==> config.mk <==
export PLATFORM = sky130hd
export DESIGN_NAME = bus_cmd_fifo_connector
export DESIGN_NICKNAME = d
export VERILOG_FILES = /design/src/rtl/gfx_bus_pkg.sv /design/src/rtl/sync_fifo_sa.sv /design/src/rtl/bus_cmd_fifo_connector.sv
export SDC_FILE = /design/constraint.sdc
export NUM_CORES = 1
export LEC_CHECK = 0
export ABC_AREA = 1
export CORE_MARGIN = 5
export CORE_UTILIZATION = 40
export DETAILED_ROUTE_END_ITERATION = 6
export PLACE_DENSITY = 0.65
export SKIP_LAST_GASP = 1
export SLEW_MARGIN = 10
export SYNTH_ARGS = -nofsm -noshare
export SYNTH_HDL_FRONTEND = slang
export SYNTH_SLANG_ARGS = --single-unit
==> constraint.sdc <==
create_clock -name clk -period 3.5 [get_ports clk]
set_clock_uncertainty 0.05 [all_clocks]
set_input_delay 0.7 -clock clk [delete_from_list [all_inputs] [get_ports clk]]
set_output_delay 0.7 -clock clk [all_outputs]
set_load 0.005 [all_outputs]
==> src/rtl/gfx_bus_pkg.sv <==
// Shared bus map for the graphics bus: word layout, device addresses and
// the command-field layout of graphics payloads.
package gfx_bus_pkg;

  localparam int BUS_W    = 32;
  localparam int ADDR_W   = 2;
  localparam int ADDR_LSB = 30;
  localparam int DATA_W   = 24;

  typedef enum logic [ADDR_W-1:0] {
    DEV_SYS = 2'd0,
    DEV_SND = 2'd1,
    DEV_GFX = 2'd2,
    DEV_IO  = 2'd3
  } dev_addr_e;

  // Graphics payload: opcode in bits [23:16], operand in [15:0].
  localparam int OPC_LSB = 16;
  localparam int OPC_W   = 8;

  typedef enum logic [OPC_W-1:0] {
    OPC_NOP   = 8'h00,
    OPC_CLEAR = 8'h01,
    OPC_FILL  = 8'h02,
    OPC_BLIT  = 8'h03
  } gfx_opc_e;

  function automatic logic [OPC_W-1:0] cmd_opcode(input logic [DATA_W-1:0] payload);
    return payload[OPC_LSB +: OPC_W];
  endfunction

endpackage

==> src/rtl/sync_fifo_sa.sv <==
// Show-ahead synchronous FIFO with registered head data/valid, fill level and
// full flag. A push into an empty FIFO is presented at the same edge it is stored.
module sync_fifo_sa #(
  parameter int DATA_W = 24,
  parameter int DEPTH  = 8
) (
  input  logic                       clk,
  input  logic                       rst,
  input  logic                       push,
  input  logic [DATA_W-1:0]          wr_data,
  output logic [DATA_W-1:0]          rd_data,
  output logic                       rd_valid,
  input  logic                       rd_ready,
  output logic [$clog2(DEPTH):0]     level,
  output logic                       full
);

  localparam int PTR_W = $clog2(DEPTH);
  localparam int LVL_W = PTR_W + 1;

  logic [DATA_W-1:0] mem_q [DEPTH];
  logic [PTR_W-1:0]  wr_ptr_q, wr_ptr_d, rd_ptr_q, rd_ptr_d;
  logic [LVL_W-1:0]  level_q, level_d;
  logic              full_q, full_d;
  logic [DATA_W-1:0] rd_data_q, rd_data_d;
  logic              rd_valid_q, rd_valid_d;
  logic              push_ok, pop, has_next;

  always_comb begin
    // NOTE: every combinational output gets a default first so no path leaves it unassigned (no latch).
    push_ok    = push && !full_q;
    pop        = rd_valid_q && rd_ready;
    wr_ptr_d   = wr_ptr_q + PTR_W'(push_ok);
    rd_ptr_d   = rd_ptr_q + PTR_W'(pop);
    level_d    = level_q;
    if (push_ok && !pop)      level_d = level_q + 1'b1;
    else if (pop && !push_ok) level_d = level_q - 1'b1;
    full_d     = (level_d == LVL_W'(DEPTH));
    rd_valid_d = (level_d != '0);

    // Next head comes from storage if an older entry remains, else bypasses the incoming word.
    has_next   = pop ? (level_q > LVL_W'(1)) : (level_q != '0);
    rd_data_d  = rd_data_q;
    if (has_next)     rd_data_d = mem_q[rd_ptr_d];
    else if (push_ok) rd_data_d = wr_data;
  end

  // NOTE: storage needs no reset; pointers and level define which entries are meaningful.
  always_ff @(posedge clk) begin
    if (push_ok) mem_q[wr_ptr_q] <= wr_data;
  end

  // NOTE: sequential state uses non-blocking assignments so all flops update together.
  always_ff @(posedge clk) begin
    if (rst) begin
      wr_ptr_q   <= '0;
      rd_ptr_q   <= '0;
      level_q    <= '0;
      full_q     <= 1'b0;
      rd_data_q  <= '0;
      rd_valid_q <= 1'b0;
    end else begin
      wr_ptr_q   <= wr_ptr_d;
      rd_ptr_q   <= rd_ptr_d;
      level_q    <= level_d;
      full_q     <= full_d;
      rd_data_q  <= rd_data_d;
      rd_valid_q <= rd_valid_d;
    end
  end

  assign rd_data  = rd_data_q;
  assign rd_valid = rd_valid_q;
  assign level    = level_q;
  assign full     = full_q;

endmodule

==> src/rtl/bus_cmd_fifo_connector.sv <==
// Bus-to-stream connector: accepts bus words addressed to this device, buffers
// their payloads in a show-ahead FIFO and tracks dropped words for the CPU.
module bus_cmd_fifo_connector
  import gfx_bus_pkg::*;
#(
  parameter int BUS_W    = gfx_bus_pkg::BUS_W,
  parameter int ADDR_W   = gfx_bus_pkg::ADDR_W,
  parameter int ADDR_LSB = gfx_bus_pkg::ADDR_LSB,
  parameter int DEV_ADDR = int'(DEV_GFX),
  parameter int DATA_W   = gfx_bus_pkg::DATA_W,  // must not exceed ADDR_LSB
  parameter int DEPTH    = 8,
  parameter int CNT_W    = 8
) (
  input  logic                     clk,
  input  logic                     rst,
  input  logic [BUS_W-1:0]         in,
  input  logic                     in_valid,
  output logic [DATA_W-1:0]        out_data,
  output logic                     out_valid,
  input  logic                     out_ready,
  output logic [$clog2(DEPTH):0]   level,
  output logic                     full,
  output logic                     overflow,
  input  logic                     ovf_clr,
  output logic [CNT_W-1:0]         drop_cnt
);

  logic             match, drop;
  logic             overflow_q, overflow_d;
  logic [CNT_W-1:0] drop_cnt_q, drop_cnt_d;
  logic             unused_in;

  // Bits between the payload and the address field carry nothing for this device.
  assign unused_in = ^in;

  sync_fifo_sa #(
    .DATA_W (DATA_W),
    .DEPTH  (DEPTH)
  ) u_fifo (
    .clk      (clk),
    .rst      (rst),
    .push     (match),
    .wr_data  (in[DATA_W-1:0]),
    .rd_data  (out_data),
    .rd_valid (out_valid),
    .rd_ready (out_ready),
    .level    (level),
    .full     (full)
  );

  always_comb begin
    match      = in_valid && (in[ADDR_LSB +: ADDR_W] == ADDR_W'(DEV_ADDR));
    drop       = match && full;
    overflow_d = overflow_q;
    drop_cnt_d = drop_cnt_q;
    // A drop in the same cycle as a clear wins and restarts the count at one.
    if (drop) begin
      overflow_d = 1'b1;
      if (ovf_clr)           drop_cnt_d = CNT_W'(1);
      else if (!(&drop_cnt_q)) drop_cnt_d = drop_cnt_q + 1'b1;
    end else if (ovf_clr) begin
      overflow_d = 1'b0;
      drop_cnt_d = '0;
    end
  end

  always_ff @(posedge clk) begin
    if (rst) begin
      overflow_q <= 1'b0;
      drop_cnt_q <= '0;
    end else begin
      overflow_q <= overflow_d;
      drop_cnt_q <= drop_cnt_d;
    end
  end

  assign overflow = overflow_q;
  assign drop_cnt = drop_cnt_q;

endmodule

# After elaboration in Yosys (flattened, before gate mapping)
# Memory sizes are Yosys's and may differ from the RTL's.
# Cells that the tools add are included.
[classes]
n_addsub = 5
magnitude_cmp = 1
eq_ne = 3
muxes = 13
n_reduce_logical = 15
[op_table]
columns = ["op", "n"]
rows = [
  ["24-bit two-way mux", 2],
  ["8-bit two-way mux", 4],
  ["8-bit by 1-bit adder with 8-bit output (second input constant)", 1],
  ["4-bit two-way mux", 2],
  ["8-bit AND reduction", 1],
  ["4-bit nonzero test", 2],
  ["3-bit by 1-bit adder with 3-bit output", 2],
  ["1-bit logical AND", 6],
  ["1-bit two-way mux", 5],
  ["4-bit by 1-bit adder with 4-bit output (second input constant)", 1],
  ["4-bit equality test (second input constant)", 1],
  ["4-bit by 1-bit > comparator with 1-bit output (second input constant)", 1],
  ["2-bit nonzero test", 2],
  ["4-bit by 1-bit subtractor with 4-bit output (second input constant)", 1],
  ["1-bit logical NOT", 3],
  ["2-bit equality test (second input constant)", 1],
  ["2-bit != test (second input constant)", 1],
  ["2-bit AND reduction", 1],
]
[totals]
reg_bits = 45
ramBits = 192
in_bits = 37
out_inout_bits = 39
word_cells = 46
mem_count = 1
[mem_list]
columns = ["name", "words", "word_bits", "rd", "rd_ports_with_merged_regs", "write_ports", "line_no", "text"]
rows = [
  ["u_fifo.mem_q", 8, 24, 1, 0, 1, "sync_fifo_sa.sv:21", "logic [DATA_W-1:0] mem_q [DEPTH];"],
]

# Logic depth before layout (Yosys ltp)
# Gate-level depths: netlist of run 1.
[logic_depth]
depth_word = 8
mapped_depth = 13
depth_no_buf = 11

# Modules after synthesis
# From an unflattened synthesis of run 1, not the netlist that was laid out.
[hier_totals]
cells_unflattened = 973
hier_area_um2 = 10152.2
[modules_own_cells]
columns = ["module", "n_inst", "cells_per_inst", "area_each_um2", "seq_area_each_um2"]
rows = [
  ["sync_fifo_sa", 1, 900, 9650.5, 6486.2],
  ["bus_cmd_fifo_connector", 1, 73, 501.7, 180.2],
]

# Least setup slack after synthesis of run 1
# OpenSTA, ideal clock, no wires.
[synth_path]
path_type = "input port to flip-flop"
start = "input in[31]"
end = "memory u_fifo.mem_q[1][0] (enable)"
setup_time_ps = 405
arrival_time_ps = 2297
t_required_ps = 3045
path_slack_ps = 748
path_stages = 7
n_path_buf = 1
cell_sequence = "nand2_1 -> nor2_4 -> nand2_2 -> buf_6 -> inv_2 -> nand2_1 -> nor2_1"
[synth_via]
elab_chain_cells = 5
[synth_lines]
columns = ["element", "line_no", "text"]
rows = [
  ["from (decl)", "bus_cmd_fifo_connector.sv:16", "input logic [BUS_W-1:0] in,"],
  ["2-bit equality test", "bus_cmd_fifo_connector.sv:52", "match = in_valid && (in[ADDR_LSB +: ADDR_W] == ADDR_W'(DEV_ADDR));"],
  ["1-bit logical AND", "bus_cmd_fifo_connector.sv:52", ""],
  ["1-bit logical AND", "sync_fifo_sa.sv:31", "push_ok = push && !full_q;"],
  ["1-bit two-way mux", "sync_fifo_sa.sv:50", "if (push_ok) mem_q[wr_ptr_q] <= wr_data;"],
  ["1-bit two-way mux (implied by the code)", "sync_fifo_sa.sv:50", ""],
  ["to (decl)", "sync_fifo_sa.sv:21", ""],
]
# No other way between the ends.

# Worst setup path after layout of run 1
[layout_path]
start = "input out_ready"
end = "register u_fifo.rd_data_q[13] (netlist: u_fifo.rd_data[13])"
[layout_via]
elab_chain_cells = 4
word_cells_on_any_way = 6
cone_classes = "add/sub (1); mux (2); reduce/logical (2); memory (1)"
[layout_lines]
columns = ["element", "line_no", "text"]
rows = [
  ["from (decl)", "bus_cmd_fifo_connector.sv:20", "input logic out_ready,"],
  ["1-bit logical AND", "sync_fifo_sa.sv:32", "pop = rd_valid_q && rd_ready;"],
  ["3-bit by 1-bit adder with 3-bit output", "sync_fifo_sa.sv:34", "rd_ptr_d = rd_ptr_q + PTR_W'(pop);"],
  ["named net u_fifo.rd_ptr_d[0]", "sync_fifo_sa.sv:22", "logic [PTR_W-1:0] wr_ptr_q, wr_ptr_d, rd_ptr_q, rd_ptr_d;"],
  ["memory read 8 x 24 bit", "-", ""],
  ["24-bit two-way mux", "sync_fifo_sa.sv:44", "if (has_next) rd_data_d = mem_q[rd_ptr_d];"],
  ["to (signal assigned)", "sync_fifo_sa.sv:67", "rd_data_q <= rd_data_d;"],
  ["to (decl)", "sync_fifo_sa.sv:25", "logic [DATA_W-1:0] rd_data_q, rd_data_d;"],
]
# The timed path passes the listed nets, and every way through them passes these cells.
# A chain may end at the register's enable or synchronous reset.

==> results.cfg, run 1 <==
[timing]
tns_ps = 0
clock.fmax_mhz = 400
worstMarginPinSlew_ps = 641
holdWs_ps = 416
fin_crit_ps = 2500
slew_viol_final = 0
setup_viol = 0
period_share_pct = 71.4
slew_headroom_pct = 57.1
rsz0062_at_grt = false
finalHoldViolCount = 0

[logic_synthesis]
synth_xor_xnor_area_share_pct = 0.349
synth_cell_type_count = 35
synth-compound-area-share_pct = 11.4
syn_inst = 870
synth-warning-count = 0
synthSimpleGateAreaFrac_pct = 14.1
synth-edff-count = 192
ys_async_sr_fraction_pct = 0
synth_top_area_share_pct = 59.6
synth-seq-cells = 237
post-synth-top-area-cell = edfxtp_1
synth_top_family_by_area = simple AND/OR/NAND/NOR gates
syn_area_per_cell_um2 = 11.1
yosysSeqAreaShare_pct = 68.9
synth_area_um2 = 9670
synth_mux_area_share_pct = 0
yosys_most_used_dff = edfxtp_1
syn-num-nets = 916
synth_area_leaders = edfxtp_1, dfxtp_1, nor2_1
synth_fa_ha_area_share_pct = 1.16

[pwr]
switching_power_uw = 2580
seqPwrFrac_pct = 40.6
internal-power_uw = 5540
powerDensity_nw_per_um2 = 701
p_sw_share_pct = 31.8
peakVddDrop_v = 0.000389
p_comb_share_pct = 28.5
clockPowerShare_pct = 30.9
p_leak_uw = 0.00407

[place]
gp_congestion = 0.834
io_buffers = 69
hpwl_um = 12600

[grt]
grt_pass1_wl_um = 34700
grt_start_max_net_pins = 97
grt_pass1_vias = 6481
grt_overflow = 0
antenna_found_initial = 0
track_usage_pct = 16.4

[cts]
numCtsBuffers = 25
postCtsHoldBufs = 0
clkLatencyLatePin_ps = 510
cts_max_path_buffers = 3
post_cts_buffers = 0
postCtsResizedCells = 0
cts_tree = built
clkTransAtPathRegs_ps = 60
clock-sinks = 237
cts-htree-levels = 1
cts_root_buffer = clkbuf_16

[run_status]
status = finished, final reports clean

[routing]
wl_per_cell_um = 17.2
first_iter_violations = 507
dr.pass1.iters = 5
num_vias = 6583
routed_wl_um = 22100
post-route-drc-count = 0
antenna_left = 0
viasPerCell = 5.12

[critical_path]
startpoint_type = input pin
arrival_ps = 2890
cp-end-kind = flop
critPathMostFrequentCell = nor2_1
cp_data_required_time_ps = 3900
worstPathMaxFanout = 43
cp_slowest_cell = clkdlybuf4s50_1
critPathKind = in -> reg
path_cells = clkdlybuf4s50_1, nand2_2, inv_2, ha_2, inv_4, buf_12, nor2_1, o22ai_1, nand2_1, nand2_1, nor2_1, nor2_1
slowest_delay_ps = 470

[die]
num_rows = 57
die-width_um = 166
coreArea_um2 = 24000
start_util_pct = 40.2
pin_count = 76
die_area_um2 = 27400
die_h_um = 166

[layout]
nets = 990
postLayoutCoreUtil_pct = 48.1
final_layout_size_suffix_gt1_share_pct = 9.46
num-fill-cells = 2166
area_delta_synth_final_pct = 19.6
antenna_cells = 0

[worst_hold_path]
hold_path.class = reg -> reg

[run]
drv_cap = 0
## worst max-delay path, delay by kind of cell
kind	cells	cell delay (ps)
adders and majority gates	1	320
buffers and inverters	4	1220
AOI/OAI and AO/OA	1	160
and+or+nand+nor	6	460
## power by group through the flow
| stage | logic (µW) | registers [µW] | clock network, µW |
|---|---|---|---|
| final | 2310 | 3290 | 2510 |
| after global routing | 2600 | 3310 | 2690 |
| after CTS | 2340 | 3290 | 2560 |
| after detailed placement | 2320 | 3350 | 0 |
| after global placement | 2290 | 3350 | 0 |
| after floorplan | 1580 | 3350 | 0 |
## final timing paths
check,from,endpoint,slack [ps],cells after the start
setup / recovery,out_ready,u_fifo.rd_data[13]$_SDFFE_PP0P_,1000,12
hold / removal,overflow$_SDFFE_PP0P_,overflow$_SDFFE_PP0P_,420,2
setup reg to reg,u_fifo.rd_valid$_SDFF_PP0_,u_fifo.rd_data[13]$_SDFFE_PP0P_,1310,11
hold reg to reg,overflow$_SDFFE_PP0P_,overflow$_SDFFE_PP0P_,420,2
## metrics by stage
step | cell area, µm² | instances | setup slack [ps] | power, µW
6_report | 11600 | 1286 | 1000 | 8110
5_1_grt | 11600 | 1286 | 769 | 8600
4_1_cts | 11600 | 1286 | 998 | 8190
3_5_place_dp | 10800 | 1241 | 469 | 5680
3_3_place_gp | 10800 | 1241 | 484 | 5640
2_1_floorplan | 9670 | 870 | 748 | 4930
## layer usage
layer | GRT usage [%] | part of all wire, %
met1 | 21.7 | 44
met2 | 27.4 | 48
met3 | 3.45 | 6.7
met4 | 4.42 | 1.8
met5 | 0 | 0
## layout by cell type (no fill, tap or decap), drive strengths merged
cell type and instances:
o22ai 46, and3 1, buf 28, o21ai 125
ha 9, clkdlybuf4s50 68, o211ai 2, clkinv 6
dfxtp 45, nand2 115, nand3 17, nor3 2
edfxtp 192, a21oi 32, nor2 195, clkinvlp 3
nand3b 2, xor2 1, nand4 4, inv 29
clkbuf 35, xnor2 2, o21bai 1, or2 2
## cells by family (layout without fill, tap and decap cells)
| logic type | count (synthesis) | after routing |
|---|---|---|
| DFF | 237 | 237 |
| adders and majority gates | 9 | 9 |
| xor gates and xnor gates | 3 | 3 |
| buffers and inverters | 77 | 169 |
| and+or+nand+nor | 338 | 338 |
| AOI/OAI and AO/OA | 206 | 206 |
## registers in the layout, summed over array words and instances (netlist names)
register / cells
u_fifo.level: 4
overflow: 1
u_fifo.rd_data: 24
u_fifo.full: 1
u_fifo.mem_q: 192
u_fifo.rd_valid: 1
u_fifo.rd_ptr_q: 3
drop_cnt: 8
u_fifo.wr_ptr_q: 3
## Yosys cell counts (all sizes together), types with 4 or more instances
library cell  number
a21oi             32
buf               36
clkbuf            13
dfxtp             45
edfxtp           192
ha                 9
inv               28
nand2            115
nand3             17
nand4              4
nor2             195
o21ai            125
o22ai             46
## final cells by class
type	instances	area (µm²)	share of cell area, %
clock buffer	35	727	6.28
multi-input combinational	556	2620	22.6
timing repair buffer	96	976	8.44
tap	324	405	3.50
inverter	28	108	0.930
sequential	237	6670	57.6
clock inverter	10	67.6	0.584
(Power assumes the default switching activity.)
==> run 2, diff against run 1 <==
- PLACE_DENSITY: 0.65 -> 0.68
- clock period: 3.5 -> 2.2 ns (I/O delays scaled with it)
==> run 2 against run 1 <==
  * Core utilization is 1.2 points higher
  * Global-route usage is 0.31 points lower
  * Setup slack worse by 800 ps
  * Largest power group unchanged
  * Wire length is 1.8% lower
  * Cell count is 1.6% higher
  * Final area is 2.6% higher
  * Critical path type is now reg -> out
==> results.cfg, run 2 (synthesis gave the netlist of run 1 again) <==
[run_status]
status = finished, final reports clean

[worst_hold_path]
min_path_cells = 2
worstHoldStart = rst
hold_path.class = in -> reg
min_to = u_fifo.level[2]$_SDFF_PP0_

[critical_path]
path_buf_inv = 1
cp_data_required_time_ps = 1710
worstPathMaxFanout = 6
cp-startpoint = u_fifo.level[0]$_SDFF_PP0_
cp-end-kind = output pin
cp_slowest_cell = clkdlybuf4s50_1
r2r_cells = 11
r2r_slack_ps = 230
path_cells = clkdlybuf4s50_1
slowest_delay_ps = 550
arrival_ps = 1510
startpoint_type = flop
timing.rr.start = u_fifo.rd_valid$_SDFF_PP0_
cpLargestDelayFamily = buffers and inverters
critPathKind = reg -> out
reg2reg_to = u_fifo.rd_data[1]$_SDFFE_PP0P_

[cts]
numCtsBuffers = 25
cts_max_path_buffers = 3
clkTransAtPathRegs_ps = 60
cts-htree-levels = 1
post_cts_buffers = 0
cts_tree = built
clock-sinks = 237
cts_root_buffer = clkbuf_16
postCtsResizedCells = 0
postCtsHoldBufs = 0
clkLatencyLatePin_ps = 510

[timing]
rsz0062_at_grt = false
finalHoldViolCount = 0
worstMarginPinSlew_ps = 482
slew_viol_final = 0
fin_crit_ps = 2000
setup_viol = 0
period_share_pct = 91.0
slew_headroom_pct = 67.9
clock.fmax_mhz = 500
holdWs_ps = 333

[pwr]
p_comb_share_pct = 30.1
internal-power_uw = 9110
seqPwrFrac_pct = 39.8
p_sw_share_pct = 30.9
powerDensity_nw_per_um2 = 1110
switching_power_uw = 4080
peakVddDrop_v = 0.000651
clockPowerShare_pct = 30.1
p_leak_uw = 0.00421

[routing]
wl_per_cell_um = 16.6
dr.pass1.iters = 4
routed_wl_um = 21700
antenna_left = 0
num_vias = 6719
viasPerCell = 5.14
first_iter_violations = 481
post-route-drc-count = 0

[layout]
num-fill-cells = 2139
postLayoutCoreUtil_pct = 49.4
top_register = u_fifo.mem_q
antenna_cells = 0
final_layout_size_suffix_gt1_share_pct = 10.9
layout_commonest_cell = edfxtp_1
area_delta_synth_final_pct = 22.7
layout_common_cells = edfxtp_1, nor2_1, nand2_1, o21ai_0, clkdlybuf4s50_1
nets = 1010
largest_register_ffs = 192

[grt]
grt_start_max_net_pins = 37
grt_pass1_wl_um = 34300
antenna_found_initial = 0
track_usage_pct = 16.0
grt_pass1_vias = 6507
grt_overflow = 0

[place]
hpwl_um = 13100
io_buffers = 69
gp_congestion = 0.827

[run]
drv_cap = 0

[die]
die_area_um2 = 27400
coreArea_um2 = 24000
start_util_pct = 40.2
die_h_um = 166
num_rows = 57
die-width_um = 166
pin_count = 76
run 2: metal layers:
layer,vias up,GRT usage (%),wire length (µm)
met5,-,0,0
met4,0,3.71,341
met3,28,2.98,1340
met2,183,26.9,10600
met1,3254,21.9,9460
li1,3254,-,-
run 2: final cells by class:
type | count | area [µm²] | share of cell area [%]
inverter | 28 | 108 | 0.907
clock buffer | 36 | 677 | 5.70
multi-input combinational | 556 | 2640 | 22.2
sequential | 237 | 6670 | 56.2
timing repair buffer | 116 | 1280 | 10.8
clock inverter | 9 | 95.1 | 0.801
tap | 324 | 405 | 3.42
run 2: per-stage QoR:
step / cell area (µm²) / power (µW) / setup WS, ps / cells / setup TNS (ps)
final: 11900 / 13200 / 198 / 1306 / 0
after CTS: 11900 / 13300 / 184 / 1306 / 0
after floorplan: 9690 / 7850 / -292 / 870 / -28040
after global routing: 11900 / 14000 / 68.2 / 1306 / 0
after detailed placement: 11100 / 9320 / -265 / 1261 / -5440
after global placement: 11100 / 9250 / -254 / 1261 / -5190
run 2: how the worst max path moves through the flow:
stage,depth (start not counted),endpoint
floorplan,7,u_fifo.mem_q[1][0]$_DFFE_PP_
global route,12,u_fifo.rd_data[18]$_SDFFE_PP0P_
detailed placement,12,u_fifo.rd_data[18]$_SDFFE_PP0P_
global placement,12,u_fifo.rd_data[9]$_SDFFE_PP0P_
CTS,1,level[0]
finish,1,level[0]
run 2: power by group through the flow:
| stage | logic [µW] | registers, µW | clock network, µW |
|---|---|---|---|
| 2_1_floorplan | 2510 | 5340 | 0 |
| 3_3_place_gp | 3920 | 5330 | 0 |
| 3_5_place_dp | 3980 | 5330 | 0 |
| 4_1_cts | 4000 | 5250 | 4050 |
| 5_1_grt | 4440 | 5280 | 4240 |
| 6_report | 3980 | 5250 | 3970 |
